`src/rtl/uart_pkg.sv`:
```
// Shared definitions for the UART word transmitter.
//   CLK_FREQ  : system clock frequency the baud divisors are derived for
//   BAUD_DIV  : clocks per bit, indexed by the 3-bit baud select
//   tx_state_e: word sequencer states
package uart_pkg;

  localparam int unsigned CLK_FREQ   = 50_000_000;
  localparam int unsigned BAUD_CNT_W = 13;

  // Nearest-integer divisor of CLK_FREQ by the baud rate.
  function automatic int unsigned round_div(input int unsigned rate);
    return (CLK_FREQ + rate / 2) / rate;
  endfunction

  // 9600, 19200, 38400, 57600, 115200, 230400, 460800, 921600 baud
  localparam logic [BAUD_CNT_W-1:0] BAUD_DIV [8] = '{
    BAUD_CNT_W'(round_div(9600)),
    BAUD_CNT_W'(round_div(19200)),
    BAUD_CNT_W'(round_div(38400)),
    BAUD_CNT_W'(round_div(57600)),
    BAUD_CNT_W'(round_div(115200)),
    BAUD_CNT_W'(round_div(230400)),
    BAUD_CNT_W'(round_div(460800)),
    BAUD_CNT_W'(round_div(921600))
  };

  typedef enum logic [1:0] {
    IDLE = 2'd0,
    SEND = 2'd1,
    DONE = 2'd2
  } tx_state_e;

endpackage

```
`src/rtl/uart_data_tx_if.sv`:
```
// Host-side bundle of the UART word transmitter.
//   data/send_en/baud_set : word, one-cycle request and baud select from the host
//   uart_tx               : serial line (idle high)
//   tx_done               : one-cycle pulse when the whole word has been sent
//   uart_state            : high while a word is on the line
interface uart_data_tx_if #(
  parameter int unsigned DATA_WIDTH = 32
);
  logic [DATA_WIDTH-1:0] data;
  logic                  send_en;
  logic [2:0]            baud_set;
  logic                  uart_tx;
  logic                  tx_done;
  logic                  uart_state;

  modport master (
    output data, send_en, baud_set,
    input  uart_tx, tx_done, uart_state
  );

  modport slave (
    input  data, send_en, baud_set,
    output uart_tx, tx_done, uart_state
  );
endinterface

```
`src/rtl/uart_byte_tx.sv`:
```
// Single 8N1 byte transmitter: start bit, d0..d7, stop bit, each held for the
// divisor selected by baud_set (latched together with data on acceptance).
//   clk, reset_n : clock, synchronous active-low reset
//   data         : byte to send, sampled on acceptance
//   send_en      : request; accepted when idle or on the edge the stop bit ends
//   baud_set     : baud select, sampled on acceptance
//   uart_tx      : registered serial output, idle high
//   tx_done      : strobe during the last clock of the stop bit, so a new
//                  request raised in that same cycle starts with no gap
//   uart_state   : high while a frame is in progress
module uart_byte_tx
  import uart_pkg::*;
(
  input  logic       clk,
  input  logic       reset_n,
  input  logic [7:0] data,
  input  logic       send_en,
  input  logic [2:0] baud_set,
  output logic       uart_tx,
  output logic       tx_done,
  output logic       uart_state
);

  logic                  busy_q, busy_d;
  logic [3:0]            bit_q, bit_d;   // 0 start, 1..8 data, 9 stop
  logic [BAUD_CNT_W-1:0] cnt_q, cnt_d;
  logic [BAUD_CNT_W-1:0] div_q, div_d;
  logic [7:0]            data_q, data_d;
  logic                  tx_q, tx_d;

  logic bit_end;
  logic finish;
  logic accept;

  assign bit_end = busy_q && (cnt_q == div_q - BAUD_CNT_W'(1));
  assign finish  = bit_end && (bit_q == 4'd9);
  assign accept  = send_en && (!busy_q || finish);

  always_comb begin
    busy_d = busy_q;
    bit_d  = bit_q;
    cnt_d  = cnt_q;
    div_d  = div_q;
    data_d = data_q;
    tx_d   = tx_q;
    if (accept) begin
      busy_d = 1'b1;
      bit_d  = 4'd0;
      cnt_d  = '0;
      div_d  = BAUD_DIV[baud_set];
      data_d = data;
      tx_d   = 1'b0;
    end else if (busy_q) begin
      if (bit_end) begin
        cnt_d = '0;
        if (bit_q == 4'd9) begin
          busy_d = 1'b0;
          bit_d  = 4'd0;
          tx_d   = 1'b1;
        end else begin
          bit_d = bit_q + 4'd1;
          // Entering bit_q+1: data bit bit_q, or the stop bit after d7.
          tx_d  = (bit_q == 4'd8) ? 1'b1 : data_q[bit_q[2:0]];
        end
      end else begin
        cnt_d = cnt_q + BAUD_CNT_W'(1);
      end
    end
  end

  always_ff @(posedge clk) begin
    if (!reset_n) begin
      busy_q <= 1'b0;
      bit_q  <= 4'd0;
      cnt_q  <= '0;
      div_q  <= BAUD_DIV[0];
      data_q <= 8'd0;
      tx_q   <= 1'b1;
    end else begin
      busy_q <= busy_d;
      bit_q  <= bit_d;
      cnt_q  <= cnt_d;
      div_q  <= div_d;
      data_q <= data_d;
      tx_q   <= tx_d;
    end
  end

  assign uart_tx    = tx_q;
  assign tx_done    = finish;
  assign uart_state = busy_q;

endmodule

```
`src/rtl/uart_data_tx.sv`:
```
// Multi-byte UART transmitter: latches a DATA_WIDTH word on an accepted
// send_en and sends it as BYTES back-to-back 8N1 frames.
//   clk, reset_n : clock, synchronous active-low reset
//   bus          : host bundle (data, send_en, baud_set in; uart_tx, tx_done,
//                  uart_state out)
// MSB_FIRST=0 sends data[7:0] first, MSB_FIRST=1 sends the top byte first.
module uart_data_tx
  import uart_pkg::*;
#(
  parameter int unsigned DATA_WIDTH = 32,
  parameter bit          MSB_FIRST  = 1'b0
) (
  input logic           clk,
  input logic           reset_n,
  uart_data_tx_if.slave bus
);

  localparam int unsigned BYTES = DATA_WIDTH / 8;
  localparam int unsigned IdxW  = (BYTES > 1) ? $clog2(BYTES) : 1;

  localparam logic [1:0] StIdle = IDLE;
  localparam logic [1:0] StSend = SEND;
  localparam logic [1:0] StDone = DONE;

  logic [1:0]            state_q, state_d;
  logic [IdxW-1:0]       idx_q, idx_d;
  logic [DATA_WIDTH-1:0] word_q, word_d;
  logic [2:0]            baud_q, baud_d;

  logic [7:0]      in_bytes   [BYTES];
  logic [7:0]      word_bytes [BYTES];
  logic            accept;
  logic            last_byte;
  logic [IdxW-1:0] nxt_idx;
  logic [IdxW-1:0] byte_sel;
  logic [IdxW-1:0] slot;

  logic       byte_send;
  logic [7:0] byte_data;
  logic [2:0] byte_baud;
  logic       byte_tx;
  logic       byte_done;
  logic       byte_busy;

  always_comb begin
    for (int i = 0; i < int'(BYTES); i++) begin
      in_bytes[i]   = bus.data[8*i +: 8];
      word_bytes[i] = word_q[8*i +: 8];
    end
  end

  // DONE also counts as free, so a request in the tx_done cycle is taken.
  assign accept    = bus.send_en && (state_q != StSend);
  assign last_byte = (idx_q == IdxW'(BYTES - 1));
  assign nxt_idx   = last_byte ? '0 : idx_q + IdxW'(1);

  // Byte 0 comes straight from the bus on acceptance; later bytes come from
  // the latched word, requested on the same cycle the previous stop bit ends.
  assign byte_send = accept || ((state_q == StSend) && byte_done && !last_byte);
  assign byte_sel  = accept ? '0 : nxt_idx;
  assign slot      = MSB_FIRST ? (IdxW'(BYTES - 1) - byte_sel) : byte_sel;
  assign byte_data = accept ? in_bytes[slot] : word_bytes[slot];
  assign byte_baud = accept ? bus.baud_set : baud_q;

  always_comb begin
    state_d = state_q;
    idx_d   = idx_q;
    word_d  = word_q;
    baud_d  = baud_q;
    case (state_q)
      StSend: begin
        if (byte_done) begin
          if (last_byte) begin
            state_d = StDone;
            idx_d   = '0;
          end else begin
            idx_d = nxt_idx;
          end
        end
      end
      default: begin
        if (accept) begin
          state_d = StSend;
          idx_d   = '0;
          word_d  = bus.data;
          baud_d  = bus.baud_set;
        end else begin
          state_d = StIdle;
        end
      end
    endcase
  end

  always_ff @(posedge clk) begin
    if (!reset_n) begin
      state_q <= StIdle;
      idx_q   <= '0;
      word_q  <= '0;
      baud_q  <= 3'd0;
    end else begin
      state_q <= state_d;
      idx_q   <= idx_d;
      word_q  <= word_d;
      baud_q  <= baud_d;
    end
  end

  uart_byte_tx u_byte_tx (
    .clk        (clk),
    .reset_n    (reset_n),
    .data       (byte_data),
    .send_en    (byte_send),
    .baud_set   (byte_baud),
    .uart_tx    (byte_tx),
    .tx_done    (byte_done),
    .uart_state (byte_busy)
  );

  // Frames run back-to-back, so the byte engine is busy exactly while a word
  // is in flight.
  assign bus.uart_tx    = byte_tx;
  assign bus.uart_state = byte_busy;
  assign bus.tx_done    = (state_q == StDone);

endmodule

```
`src/flat_wrapper.sv`:
```
// flat-port wrapper written by rule: the top's interface ports become plain ports
module uart_data_tx_flat import uart_pkg::*;
#(
  parameter int unsigned DATA_WIDTH = 32,
  parameter bit          MSB_FIRST  = 1'b0
)
  (clk, reset_n, bus_data, bus_send_en, bus_baud_set, bus_uart_tx, bus_tx_done, bus_uart_state);
  uart_data_tx_if #(.DATA_WIDTH(DATA_WIDTH)) bus_i ();
  input logic clk;
  input logic reset_n;
  input wire logic [$bits(bus_i.data)-1:0] bus_data;
  input wire logic [$bits(bus_i.send_en)-1:0] bus_send_en;
  input wire logic [$bits(bus_i.baud_set)-1:0] bus_baud_set;
  output wire logic [$bits(bus_i.uart_tx)-1:0] bus_uart_tx;
  output wire logic [$bits(bus_i.tx_done)-1:0] bus_tx_done;
  output wire logic [$bits(bus_i.uart_state)-1:0] bus_uart_state;
  assign bus_i.data = bus_data;
  assign bus_i.send_en = bus_send_en;
  assign bus_i.baud_set = bus_baud_set;
  assign bus_uart_tx = bus_i.uart_tx;
  assign bus_tx_done = bus_i.tx_done;
  assign bus_uart_state = bus_i.uart_state;
  uart_data_tx #(.DATA_WIDTH(DATA_WIDTH), .MSB_FIRST(MSB_FIRST)) u_core (.clk(clk), .reset_n(reset_n), .bus(bus_i));
endmodule
```
`config.mk`:
```
export PLATFORM = sky130hd
export DESIGN_NAME = uart_data_tx_flat
export DESIGN_NICKNAME = d
export VERILOG_FILES = /design/src/rtl/uart_pkg.sv /design/src/rtl/uart_data_tx_if.sv /design/src/rtl/uart_byte_tx.sv /design/src/rtl/uart_data_tx.sv /design/src/flat_wrapper.sv
export SDC_FILE = /design/constraint.sdc
export NUM_CORES = 1
export LEC_CHECK = 0
export ABC_AREA = 1
export ABC_CLOCK_PERIOD_IN_PS = 8400
export BUFFER_PORTS_ARGS = -buffer_cell sky130_fd_sc_hd__buf_2
export CAP_MARGIN = 40
export CORE_MARGIN = 5
export CORE_UTILIZATION = 50
export DETAILED_ROUTE_END_ITERATION = 12
export PLACE_DENSITY = 0.71
export SLEW_MARGIN = 30
export SYNTH_ARGS = -nofsm -noshare
export SYNTH_HDL_FRONTEND = slang
export SYNTH_HIERARCHICAL = 1
export SYNTH_SLANG_ARGS = --single-unit
```
`constraint.sdc`:
```
create_clock -name clk -period 8.4 [get_ports clk]
set_input_delay 1.26 -clock clk [delete_from_list [all_inputs] [get_ports clk]]
set_output_delay 1.26 -clock clk [all_outputs]
set_load 0.03 [all_outputs]
```
# ---- After elaboration in Yosys (flattened, before gate mapping)
# Memory sizes are Yosys's and may differ from the RTL's. A register that Yosys moved wholly into a read port is not among the register bits.
# Cells that the tools add are included.
dict set report totals {
  register_bits 66
  latch_bits 0
  ramBits 0
  romBits 104
  wordCells 80
  n_memories 1
}
# name depth word_bits rd rd_ports_with_merged_regs wr line_no
set memory_table {}
lappend memory_table {{(no name shown)} 8 13 1 1 0 uart_byte_tx.sv:50} ;# div_d = BAUD_DIV[baud_set];
dict set report classes {
  n_addsub 4
  n_mul 0
  div 0
  order_cmp 2
  eq_ne 9
  shift 0
  n_mux 31
  bitwise_logic 4
  reduce_logical 20
}
# op count
set ops {}
lappend ops {{$mux W8} 5}
lappend ops {{$bmux W8 S2} 2}
lappend ops {{$mux W2} 9}
lappend ops {{$add A13 B1 Y13 const B} 1}
lappend ops {{$eq A13 B13 Y1} 1}
lappend ops {{$mux W13} 1}
lappend ops {{$sub A13 B1 Y13 const B} 1}
lappend ops {{$mux W1} 11}
lappend ops {{$reduce_and A2 Y1} 5}
lappend ops {{$eq A4 B4 Y1 const B} 2}
lappend ops {{$logic_and A1 B1 Y1} 6}
lappend ops {{$ne A2 B1 Y1 const B} 3}
lappend ops {{$reduce_bool A2 Y1} 3}
lappend ops {{$add A4 B1 Y4 const B} 1}
lappend ops {{$eq A2 B2 Y1 const B} 2}
lappend ops {{$lt A3 B4 Y1 const B} 1}
lappend ops {{$mux W4} 1}
lappend ops {{$not A3 Y4} 1}
lappend ops {{$bmux W1 S3} 1}
lappend ops {{$ge A3 B3 Y1 const B} 1}
lappend ops {{$logic_not A1 Y1} 3}
lappend ops {{$mux W3} 1}
lappend ops {{$not A2 Y3} 1}
lappend ops {{$add A2 B1 Y2 const B} 1}
lappend ops {{other kinds (4)} 6}

# ---- Logic depth before layout (Yosys ltp)
dict set report depth {
  word_depth 10
  depth_mapped 21
}

# ---- By module
# The synthesis kept the hierarchy.
# mod instances cells_each area_per_inst_um2 seq_area_each_um2
set by_module_without_submodules {}
lappend by_module_without_submodules {uart_byte_tx 1 387 2565.0 800.8}
lappend by_module_without_submodules {uart_data_tx 1 253 1764.2 780.7}

# ---- Worst setup path before layout
# OpenSTA, ideal clock, no wires.
dict set report synth_path {
  kind {register to register}
  start {reg u_core.u_byte_tx.div_q[0]}
  end {reg u_core.u_byte_tx.tx_q (netlist: u_core/u_byte_tx/uart_tx)}
  setup_ps 134
  arrival_ps 2877
  required_time_ps 8266
  setup_slack_ps 5389
  stages_incl_launch_ff 20
  path_buffers 1
  path_cell_list {dfxtp_1 inv_1 ha_1 nand2_1 inv_1 nor2_1 nand2_1 a21oi_1 nand2_1 nor3_1 nand3_1 nor3_1 inv_1 nor2_1 inv_1 o21ai_0 clkbuf_1 inv_1 o211ai_1 nand3_1}
}
dict set report synth_between {
  elab_chain_cells 10
  word_cells_on_any_way 13
  classes_between {add/sub: 1; eq/ne: 1; mux: 1; reduce/logical: 10}
}
# element line_no
set synth_rtl {}
lappend synth_rtl {{from (decl)} uart_byte_tx.sv:27} ;# logic [BAUD_CNT_W-1:0] div_q, div_d;
lappend synth_rtl {{$sub A13 B1 Y13 (*)} uart_byte_tx.sv:35} ;# assign bit_end = busy_q && (cnt_q == div_q - BAUD_CNT_W'(1));
lappend synth_rtl {{$eq A13 B13 Y1 (*)} uart_byte_tx.sv:35}
lappend synth_rtl {{$logic_and A1 B1 Y1 (*)} uart_byte_tx.sv:35}
lappend synth_rtl {{$logic_and A1 B1 Y1 (*)} uart_byte_tx.sv:36} ;# assign finish = bit_end && (bit_q == 4'd9);
lappend synth_rtl {{via u_core.byte_done} uart_data_tx.sv:42} ;# logic byte_done;
lappend synth_rtl {{$logic_and A1 B1 Y1 (*) (2 in series)} uart_data_tx.sv:59} ;# assign byte_send = accept || ((state_q == StSend) && byte_done && !last_byte);
lappend synth_rtl {{$logic_or A1 B1 Y1 (*)} uart_data_tx.sv:59}
lappend synth_rtl {{via u_core.byte_send} uart_data_tx.sv:38} ;# logic byte_send;
lappend synth_rtl {{$logic_and A1 B1 Y1 (*)} uart_byte_tx.sv:37} ;# assign accept = send_en && (!busy_q || finish);
lappend synth_rtl {{$reduce_bool A2 Y1 (no line)} -}
lappend synth_rtl {{$reduce_and A2 Y1 (no line)} -}
lappend synth_rtl {{to (signal assigned)} uart_byte_tx.sv:85} ;# tx_q <= tx_d;
lappend synth_rtl {{to (decl)} uart_byte_tx.sv:29} ;# logic tx_q, tx_d;
# Mark *: on every way through the listed nets, which the timed path passes. The rest lies on a longest branch.
# A chain may end at the register's enable or synchronous reset.

# ---- Worst setup path in the final report
dict set report layout_path {
  start {in bus_send_en}
  end {reg u_core.u_byte_tx.div_q[6]}
}
dict set report layout_between {
  elab_chain_cells 3
  word_cells_on_any_way 5
  classes_between {mux: 1; bitwise: 1; reduce/logical: 3}
}
# element line_no
set layout_rtl {}
lappend layout_rtl {{from (decl)} flat_wrapper.sv:12} ;# input wire logic [$bits(bus_i.send_en)-1:0] bus_send_en;
lappend layout_rtl {{$logic_and A1 B1 Y1} uart_data_tx.sv:53} ;# assign accept = bus.send_en && (state_q != StSend);
lappend layout_rtl {{$mux W3} uart_data_tx.sv:63} ;# assign byte_baud = accept ? bus.baud_set : baud_q;
lappend layout_rtl {{via u_core.byte_baud[0]} uart_data_tx.sv:40} ;# logic [2:0] byte_baud;
lappend layout_rtl {{$not A3 Y4 (not written as such)} uart_byte_tx.sv:50}
# The timed path passes the listed nets, and every way through them passes these cells.

==> metrics <==
Yosys top cell area share=36.5%; Critical Path Start=bus_send_en; Top Ports=41; register area share after synthesis=36.5%; CTS Sinks=between 70 and 80; post-cts resize count=0; outcome=complete, no violations; Detailed Route WL=9330 um; hold path startpoint=u_core/word_q[15]$_SDFFE_PN0P_; fmax=270 MHz; unique cell type count in the Yosys netlist=39; # nets final=714; 1st-iter DRT viols=209; Die ar.=10600 um2; Req. time, crit path=slightly below 9 ns; Min Hold Slack=approximately 0.46 ns; Hold Path Class=flop to flop; Die Wd=103 um; dominant synthesized flop cell=dfxtp_1; EDFF count, synth=0; vias in the first global route=3633; share of cells above drive strength 1=12.8%; CTS max path bufs=2; Max Transition Viols Final=0; Worst R2R Start=u_core/u_byte_tx/div_q[0]$_SDFFE_PN0P_; Setup TNS=0 ns; Final Hold Fails=0; Power Density=185 nW/um2; Root Buffer=clkbuf_8; fin cells=slightly below 800; H-tree Lvls=3; DPL Wire Length=6790 um; Leakage=between 2 and 2.5 nW; Synth Instances=between 600 and 700; CTS tree=yes; Routability Congestion=0.797; Mapped Nets=686; initial antenna violation count=0; Final period util=44.2%; #FFs+latches synth=79; post-synth top area cell=dfxtp_1; Worst setup EP type=flop; total grt overflow=0; clk_skew=0.0111 ns; Final ANT Viol Nets=0; Initial Util=about half; hold depth=2; Post-synth ARST share=0%; Sequential cell area=1580 um2; largest net degree at the start of global routing=58; Layout area overhead=9.19%; crit path DAT=3.95 ns; core area=between 8000 and 9000 um2; Skew-Pair Late Insertion Delay=around 0.36 ns; fillers=868; Crit Path Max Fanout=57; Die H=103 um; Port Buffers=40; Max-Cap Viols=0; most common cell in the synthesized netlist=nand2_1; overall routing resource usage=about a fifth; drt pass-1 iters=5; Slew headroom=between 40% and 50%; Routed wire per std cell=around 12 um; n_diodes=0; post-layout min period=around 3.7 ns; Setup Fix Bufs, Post-CTS=0; clock-pin slew on the worst setup and hold paths=0.09 ns; Max IR drop VDD=0.0000998 V; # DRC=0; Multi-input gate area=approximately 2300 um2; syn_area_per_cell=6.76 um2; Cell Area, Synth=around 4300 um2; CTS hold repair buffers=0; number of core rows=34; critical path class=input pin to flop; Setup crit start kind=input pin; Vias=3978; RSZ-0062 raised after global routing=false; clock buffer count from CTS=9; Post-synth top cells=133 x nand2_1, 115 x nor2_1, 79 x dfxtp_1, 63 x inv_1, 56 x nand3_1; yosys warns=6; placed cell count=764; detailed-route vias per instance=5.09; Slew @ Worst Pin=about 0.77 ns; Final Setup Violations=0; top area cells in the synthesized netlist=dfxtp_1 37%, nand2_1 12%, nor2_1 10%, nand3_1 6.5%, inv_1 5.5%; global-route wire length before repair=about 16000 um; R2R cell count=19
==> cells by family (layout without fill, tap and decap cells) <==
family,Yosys count,count (layout),share of synthesized area [%]
AO/OA/AOI/OAI,91,91,11.4
XOR/XNOR,17,17,3.44
flip-flops,79,79,36.5
adder cells (fa/ha/maj),8,8,2.31
buffers and inverters,92,125,10.1
AND/OR/NAND/NOR,353,353,36.2
==> critical path, cell delays in order <==
cell and delay (ns):
buf_2 0.10, nand2_2 0.05, buf_4 0.43, inv_1 0.50
or2_2 0.42, o21ai_0 0.10, inv_1 0.09, inv_1 0.19
ha_1 0.30, or2_2 0.31, nand4_1 0.10, nand3_1 0.08
==> cells in the final DEF, fill, tap and decap left out, drive strengths merged <==
cell type	n
a21oi	33
nor2	121
nor4	1
bufinv	1
inv	67
xnor2	3
nand4	8
xor2	14
or2	5
o211ai	3
a22oi	2
dfxtp	79
ha	8
nand3	58
and2	1
o21ai	48
clkinv	3
buf	43
clkinvlp	2
a21boi	1
nor3	7
o21a	1
nand3b	9
clkbuf	9
o21bai	3
nand2	143
==> final timing paths <==
kind,to,slack (ns)
hold reg to reg,u_core/word_q[15]$_SDFFE_PN0P_,0.46
setup reg to reg,u_core/u_byte_tx/cnt_q[12]$_SDFFE_PP0P_,4.83
setup / recovery,u_core/u_byte_tx/div_q[6]$_SDFFE_PN1P_,4.69
hold / removal,u_core/word_q[15]$_SDFFE_PN0P_,0.46
==> layer usage <==
layer	global-route usage, %	vias to the layer above	share of wire, %
li1	-	2093	-
met1	24.0	1787	45
met2	31.8	89	49
met3	2.84	9	4.9
met4	6.87	0	1.1
met5	0	-	0
==> through the flow <==
| stage | utilization (%) | setup slack, ns | area, um2 | total power, mW |
|---|---|---|---|---|
| 6_report | 55.0 | 4.69 | 4730 | 0.874 |
| 4_1_cts | 54.7 | 4.64 | 4700 | 0.882 |
| 3_5_place_dp | 52.3 | 4.26 | 4500 | 0.589 |
| 2_1_floorplan | - | 5.39 | 4330 | 0.558 |
| 5_1_grt | 55.0 | 4.33 | 4730 | 0.926 |
| 3_3_place_gp | 52.3 | 4.37 | 4500 | 0.583 |
==> sequential cells by signal, indices dropped and copies added (netlist names) <==
signal / flops
u_core/u_byte_tx/data_q: 8
u_core/word_q: 32
u_core/u_byte_tx/uart_tx: 1
u_core/baud_q: 3
u_core/state_q: 2
u_core/u_byte_tx/bit_q: 4
u_core/u_byte_tx/cnt_q: 13
u_core/u_byte_tx/uart_state: 1
u_core/idx_q: 2
u_core/u_byte_tx/div_q: 13
==> power breakdown <==
group	internal [mW]	switching [mW]
clock network	0.140	0.152
registers	0.401	0.0187
logic	0.0599	0.103
total	0.601	0.273
==> area by class of cell <==
type	count	area share, %
clock inverter	7	1.69
timing repair buffer	43	5.14
sequential	79	33.5
clock buffer	9	2.62
multi-input combinational	469	48.9
tap	108	2.86
inverter	66	5.29
No activity file was read; power rests on OpenSTA's default activity.
